===== src/rtl/sobel_window_gen_pkg.sv =====
// rtl/sobel_window_gen_pkg.sv - shared constants for the Sobel 3x3 window generator
package sobel_window_gen_pkg;
   localparam int DATA_W_DEF = 8;
   localparam int WIN_TAPS   = 9;
   // Slot k = 3*r + c, r/c counted from the window's top-left pixel
   localparam int WIN_TL = 0;
   localparam int WIN_TC = 1;
   localparam int WIN_TR = 2;
   localparam int WIN_ML = 3;
   localparam int WIN_MC = 4;
   localparam int WIN_MR = 5;
   localparam int WIN_BL = 6;
   localparam int WIN_BC = 7;
   localparam int WIN_BR = 8;
endpackage


===== src/rtl/sobel_window_gen_line_buffer.sv =====
// rtl/sobel_window_gen_line_buffer.sv - column-addressed line store
// Read returns the value held before this cycle's write; contents are never reset.
module sobel_window_gen_line_buffer #(
   parameter int DEPTH  = 8,
   parameter int DATA_W = 8
) (
   input  logic                     clk,
   input  logic [$clog2(DEPTH)-1:0] addr,
   input  logic                     wr_en,
   input  logic [DATA_W-1:0]        wr_data,
   output logic [DATA_W-1:0]        rd_data
);
   logic [DATA_W-1:0] r_mem [DEPTH];

   assign rd_data = r_mem[addr];

   always_ff @(posedge clk) begin
      if (wr_en) begin
         r_mem[addr] <= wr_data;
      end
   end
endmodule


===== src/rtl/sobel_window_gen.sv =====
// rtl/sobel_window_gen.sv - raster pixel sink producing registered 3x3 neighbourhoods
// Two line buffers feed the upper window rows; windows are emitted for interior centres only.
module sobel_window_gen
   import sobel_window_gen_pkg::*;
#(
   parameter int WIDTH  = 8,
   parameter int HEIGHT = 8,
   parameter int DATA_W = DATA_W_DEF
) (
   input  logic                         clk,
   input  logic                         rst_n,
   input  logic [DATA_W-1:0]            pixel_in,
   input  logic                         valid_in,
   output logic [WIN_TAPS*DATA_W-1:0]   win_out,
   output logic                         win_valid,
   output logic [$clog2(HEIGHT)-1:0]    win_row,
   output logic [$clog2(WIDTH)-1:0]     win_col,
   output logic                         frame_done
);
   localparam int ROW_W = $clog2(HEIGHT);
   localparam int COL_W = $clog2(WIDTH);

   logic [ROW_W-1:0]  r_row;
   logic [COL_W-1:0]  r_col;
   logic [DATA_W-1:0] r_win [WIN_TAPS];
   logic              r_win_valid;
   logic [ROW_W-1:0]  r_win_row;
   logic [COL_W-1:0]  r_win_col;
   logic              r_frame_done;

   logic [DATA_W-1:0] w_lb1_rd;
   logic [DATA_W-1:0] w_lb2_rd;
   logic              w_last_col;
   logic              w_last_row;
   logic              w_emit;

   assign w_last_col = (r_col == COL_W'(WIDTH - 1));
   assign w_last_row = (r_row == ROW_W'(HEIGHT - 1));
   // The row/col >= 2 gate keeps stale left columns and previous-frame lines out of every window
   assign w_emit     = valid_in && (r_row >= ROW_W'(2)) && (r_col >= COL_W'(2));

   sobel_window_gen_line_buffer #(.DEPTH(WIDTH), .DATA_W(DATA_W)) u_lb1 (
      .clk     (clk),
      .addr    (r_col),
      .wr_en   (valid_in),
      .wr_data (pixel_in),
      .rd_data (w_lb1_rd)
   );

   sobel_window_gen_line_buffer #(.DEPTH(WIDTH), .DATA_W(DATA_W)) u_lb2 (
      .clk     (clk),
      .addr    (r_col),
      .wr_en   (valid_in),
      .wr_data (w_lb1_rd),
      .rd_data (w_lb2_rd)
   );

   always_ff @(posedge clk or negedge rst_n) begin
      if (!rst_n) begin
         r_row <= '0;
         r_col <= '0;
      end else if (valid_in) begin
         if (w_last_col) begin
            r_col <= '0;
            r_row <= w_last_row ? '0 : r_row + ROW_W'(1);
         end else begin
            r_col <= r_col + COL_W'(1);
         end
      end
   end

   always_ff @(posedge clk or negedge rst_n) begin
      if (!rst_n) begin
         for (int k = 0; k < WIN_TAPS; k++) begin
            r_win[k] <= '0;
         end
      end else if (valid_in) begin
         r_win[WIN_TL] <= r_win[WIN_TC];
         r_win[WIN_TC] <= r_win[WIN_TR];
         r_win[WIN_TR] <= w_lb2_rd;
         r_win[WIN_ML] <= r_win[WIN_MC];
         r_win[WIN_MC] <= r_win[WIN_MR];
         r_win[WIN_MR] <= w_lb1_rd;
         r_win[WIN_BL] <= r_win[WIN_BC];
         r_win[WIN_BC] <= r_win[WIN_BR];
         r_win[WIN_BR] <= pixel_in;
      end
   end

   always_ff @(posedge clk or negedge rst_n) begin
      if (!rst_n) begin
         r_win_valid  <= 1'b0;
         r_win_row    <= '0;
         r_win_col    <= '0;
         r_frame_done <= 1'b0;
      end else begin
         r_win_valid  <= w_emit;
         r_frame_done <= valid_in && w_last_col && w_last_row;
         if (w_emit) begin
            r_win_row <= r_row - ROW_W'(1);
            r_win_col <= r_col - COL_W'(1);
         end
      end
   end

   for (genvar k = 0; k < WIN_TAPS; k++) begin : g_pack
      assign win_out[k*DATA_W +: DATA_W] = r_win[k];
   end

   assign win_valid  = r_win_valid;
   assign win_row    = r_win_row;
   assign win_col    = r_win_col;
   assign frame_done = r_frame_done;
endmodule


===== config.mk =====
export PLATFORM = sky130hd
export DESIGN_NAME = sobel_window_gen
export DESIGN_NICKNAME = d
export VERILOG_FILES = /design/src/rtl/sobel_window_gen_pkg.sv /design/src/rtl/sobel_window_gen_line_buffer.sv /design/src/rtl/sobel_window_gen.sv
export SDC_FILE = /design/constraint.sdc
export NUM_CORES = 1
export LEC_CHECK = 0
export BUFFER_PORTS_ARGS = -buffer_cell sky130_fd_sc_hd__clkbuf_2
export CAP_MARGIN = 20
export CORE_MARGIN = 2
export CORE_UTILIZATION = 58
export CTS_CLUSTER_SIZE = 10
export DETAILED_ROUTE_END_ITERATION = 10
export PLACE_DENSITY_LB_ADDON = 0.12
export SLEW_MARGIN = 20
export SYNTH_ARGS = -nofsm -noshare
export SYNTH_HDL_FRONTEND = slang
export SYNTH_SLANG_ARGS = --single-unit
export TNS_END_PERCENT = 1

===== constraint.sdc =====
create_clock -name clk -period 3.1 [get_ports clk]
set_clock_uncertainty 0.05 [all_clocks]
set_input_delay 0.62 -clock clk [delete_from_list [all_inputs] [get_ports clk]]
set_output_delay 0.62 -clock clk [all_outputs]
set_load 0.02 [all_outputs]

## After elaboration in Yosys (flattened, before gate mapping)

Memories as Yosys holds them, arrays and structs flattened. A register that Yosys moved wholly into a read port is not among the register bits.
Cells that the tools add are included.

- Memory bits (writable): 128
- Register bits: 78
- Memories: 2
- Output and inout bits: 80

- Reduce and logical (&&, ||, !) cells: 6
- Add/subtract/negate cells: 4
- Eq/ne operators: 2
- Muxes and demuxes: 4
- Order comparisons: 2

Memory list:

| memory | depth | width | read ports | clocked after memory_dff | write ports | RTL line | source |
|---|---|---|---|---|---|---|---|
| u_lb1.r_mem | 8 | 8 | 1 | 0 | 1 | sobel_window_gen_line_buffer.sv:13 | `logic [DATA_W-1:0] r_mem [DEPTH];` |
| u_lb2.r_mem | 8 | 8 | 1 | 1 | 1 | sobel_window_gen_line_buffer.sv:13 |  |

Operators with widths:

| kind | number |
|---|---|
| $add 3x1->3 const B | 2 |
| $eq 3x3->1 const B | 2 |
| $ge 3x2->1 const B | 2 |
| $mux 3 | 2 |
| $sub 3x1->3 const B | 2 |
| $logic_and 1x1->1 | 4 |
| $mux 1 | 2 |
| $reduce_and 2->1 | 1 |
| $logic_not 1->1 | 1 |

## Longest topological paths before layout

- Depth in word-level cells: 3
- Gate-level depth with buffers: 7

## Cells and area by module

A second synthesis with hierarchy kept.

- Cells, all modules: 445
- Area, all modules: 8,455.6 sq um

Modules (own cells, without submodules):

| module | seq. area each (sq um) | area each (sq um) | instances | cells each |
|---|---|---|---|---|
| sobel_window_gen_line_buffer | 1,921.8 | 2,555.0 | 2 | 121 |
| sobel_window_gen | 2,152.1 | 3,345.7 | 1 | 203 |

## Least setup slack after synthesis

No wires, ideal clock.

- Path type: input to register
- From: input port valid_in
- To: memory u_lb1.r_mem[4][0] (enable)
- Data required time: 2.641 ns
- Arrival time: 2.574 ns
- Cell stages on the path: 5
- Buffers on the path: 3
- Path slack: 0.067 ns
- Cells stage by stage: clkbuf_1 buf_2 clkbuf_1 nand2_1 nor3_1

- Cells in the longest elaborated chain, start to end: 2

Ends and longest elaborated chain:

| item | RTL line | source |
|---|---|---|
| from (decl) | sobel_window_gen.sv:13 | `input logic valid_in,` |
| $mux 1 | sobel_window_gen_line_buffer.sv:18 | `if (wr_en) begin` |
| $mux 1 (implied by the code) | sobel_window_gen_line_buffer.sv:19 | `r_mem[addr] <= wr_data;` |
| to (decl) | sobel_window_gen_line_buffer.sv:13 |  |

Every way passes these cells.

## Worst setup path after layout

- From: register r_col[2]
- To: memory u_lb2.r_mem[3][4] (data pin)

- Cells in the longest elaborated chain, start to end: 1

Ends and longest elaborated chain:

| item | RTL line | source |
|---|---|---|
| from (decl) | sobel_window_gen.sv:24 | `logic [COL_W-1:0] r_col;` |
| from (signal assigned) | sobel_window_gen.sv:67 | `r_col <= r_col + COL_W'(1);` |
| $mem_v2 8x8 | n/a |  |
| net u_lb1.rd_data[4] | sobel_window_gen_line_buffer.sv:11 | `output logic [DATA_W-1:0] rd_data` |
| to (decl) | sobel_window_gen_line_buffer.sv:13 |  |

The timed path passes the listed nets, and every way through them passes these cells.

==> results.sh <==
export IMPL_die_h_um=123.5
export IMPL_root_buffer="clkbuf_16"
export IMPL_globalplace_congestion=0.8885
export IMPL_cap_viol_max_count=0
export IMPL_start_util_pct=59.39
export IMPL_antenna_violating_nets_post_route=0
export IMPL_detailedRoute_firstIterationViolations=306
export IMPL_final_cells=809
export IMPL_global_route_usage_total_pct=23.18
export IMPL_multi_input_comb_area_um2=2107
export IMPL_cts_hold_fix_buffers=0
export IMPL_clkSlewWorstSetupHoldPaths_ps=50
export IMPL_post_cts_resized_instances=0
export IMPL_synth_sequential_area_ratio_pct=72.45
export IMPL_synthesis_area_um2=8275
export IMPL_antennaDiodeCount=0
export IMPL_cts_max_level=1
export IMPL_maxClockFrequency_mhz=407.5
export IMPL_synth_area_leaders="edfxtp_1 46%, dfrtp_1 26%, mux2_2 9.5%"
export IMPL_port_bufs=90
export IMPL_synth_warning_count=0
export IMPL_hold_path_class="input port to async pin"
export IMPL_floorplan_die_width_um=123.5
export IMPL_final_slew_violations=0
export IMPL_tritoncts_num_buffers=25
export IMPL_grt_pass1_vias=4745
export IMPL_run_status="finished clean"
export IMPL_slew_limit_headroom_pct=43.87
export IMPL_post_synth_top_count_cell="edfxtp_1"
export IMPL_wire_per_inst_um=21.00
export IMPL_dp_cells=765
export IMPL_period_share_pct=79.16
export IMPL_clock_sink_count=214
export IMPL_synth_seq_cells=214
export IMPL_synthesized_nets=518
export IMPL_drt_pre_antenna_iters=5
export IMPL_number_of_antenna_violations_at_the_first_check_in_global_routing=0
export IMPL_final_hold_violation_count=0
export IMPL_first_pass_grt_wire_length_um=26280
export IMPL_fill_cells=929
export IMPL_setup_tns_final_ps=0
export IMPL_routed_wl_um=16990
export IMPL_syn_avg_cell_area_um2=16.55
export IMPL_drive_gt1_share_pct=35.45
export IMPL_drc_errors=0
export IMPL_floorplan_io_pins=91
export IMPL_overflow=0
export IMPL_power_density_nw_per_um2=1019
export IMPL_synth_cells=500
export IMPL_cp_start_kind="register"
export IMPL_detailed_place_hpwl_um=10990
export IMPL_ff_latch_area_um2=5996
export IMPL_postSynth_asyncResetShare_pct=40.19
export IMPL_core_area_um2=13930
export IMPL_timing_final_crit_period_ps=2454
export IMPL_worst_endpoint_arrival_ps=2640
export IMPL_critical_path_peak_fanout=19
export IMPL_ctsLongestPathBuffers=3
export IMPL_critPathKind="register to register"
export IMPL_routed_via_density=5.852
export IMPL_post_layout_total_power_w=0.009923
export IMPL_r2r_worst_path_cells=4
export IMPL_cts_tree="done"
export IMPL_cts_setup_buffers=0
export IMPL_reg2reg_slack_ps=650
export IMPL_synthDominantCellAreaShare_pct=46.45
export IMPL_leakagePower_nw=3.825
export IMPL_placementRows=43
export IMPL_final_net_count=630
export IMPL_grt_start_max_net_pins=80
export IMPL_crit_path_end_kind="register"
export IMPL_worstPathRequired_ps=3290
export IMPL_vdd_drop_max_mv=0.4986
export IMPL_area_leader_netlist="edfxtp_1"
export IMPL_grt_setup_unrepaired="false"
export IMPL_synth_edf_count=128
export IMPL_worstSkewPairLatency_ps=500
export IMPL_areaGrowthSynthToFinish_pct=17.64
export IMPL_num_vias=4734
export IMPL_synthTopCellsByCount="128 x edfxtp_1, 86 x dfrtp_1, 70 x mux2_2, 28 x nand2_1, 24 x mux2i_1"
export IMPL_netlist_cell_type_count=47
export IMPL_setup_violations=0
export IMPL_dominantRegCellSynth="edfxtp_1"
export IMPL_die_outline_area_um2=15240
export IMPL_worstMarginPinSlew_ps=841.9
## area by class of cell
class,count,share of cell area (%)
Sequential cell,214,61.59
Multi-Input combinational cell,249,21.64
Clock buffer,42,7.184
Timing Repair Buffer,114,6.567
Tap cell,180,2.313
Clock inverter,2,0.3984
Inverter,8,0.3084
## logic make-up after synthesis
family                     after synthesis  synth area share [%]
AOI/OAI and AO/OA                       79                 6.955
xor gates and xnor gates                 2                0.2117
adders and majority gates                7                 1.058
buffers and inverters                   37                 2.268
DFF                                    214                 72.45
muxes                                   99                 13.70
and+or+nand+nor                         62                 3.356
## sequential cells by signal, indices dropped and copies added, names as in the netlist
register,cells
r_row,3
frame_done,1
u_lb2.r_mem,64
win_out,72
win_valid,1
u_lb1.r_mem,64
win_col,3
win_row,3
r_col,3
## placed cells by master (no fill, tap or decap), types with 9 or more instances in the layout
cell / instances
clkbuf_1: 16
mux2_2: 70
o21ai_0: 13
a22oi_1: 9
nor2_1: 16
mux2i_1: 24
edfxtp_1: 128
clkbuf_16: 25
buf_4: 25
clkbuf_2: 88
dfrtp_1: 86
nand2_1: 28
## stage by stage
step | hold WS (ps) | utilization [%] | instance area, µm² | worst slack [ps]
final | 113.7 | 69.87 | 9736 | 645.9
after global routing | 175.7 | 69.87 | 9736 | 533.3
after CTS | 296.1 | 69.84 | 9732 | 702.8
after detailed placement | 420.8 | 64.54 | 8994 | 683.0
after global placement | 413.6 | 64.54 | 8994 | 774.1
after floorplan | 274.4 | - | 8275 | 67.19
## critical path, stage by stage (launching register included)
cell	delay, ps
dfrtp_1	890
nor2_1	350
a22o_1	270
a21oi_1	310
a21bo_2	320
## final timing paths
kind                             start                 to
min reg2reg                 win_row[0]         win_row[0]
max reg2reg                   r_col[2]  u_lb2.r_mem[3][4]
max in group asynchronous        rst_n        win_out[12]
min in group clk           pixel_in[0]  u_lb1.r_mem[1][0]
max                           r_col[2]  u_lb2.r_mem[3][4]
min                              rst_n         win_row[1]
## where the power goes
part / internal, W / switching [W] / total, W
combinational: 0.00112 / 0.00184 / 0.00295
clock: 0.00161 / 0.00103 / 0.00263
sequential: 0.00390 / 0.000435 / 0.00434
total: 0.00663 / 0.00330 / 0.00992
## per-layer routing
metal | global-route usage, % | up-vias | wire length, µm
li1 | - | 2139 | -
met1 | 32.02 | 2373 | 7343
met2 | 37.43 | 184 | 8108
met3 | 3.506 | 38 | 908
met4 | 9.233 | 0 | 633
met5 | 0 | - | 0
Note: power is estimated with default switching activity, not from simulation.
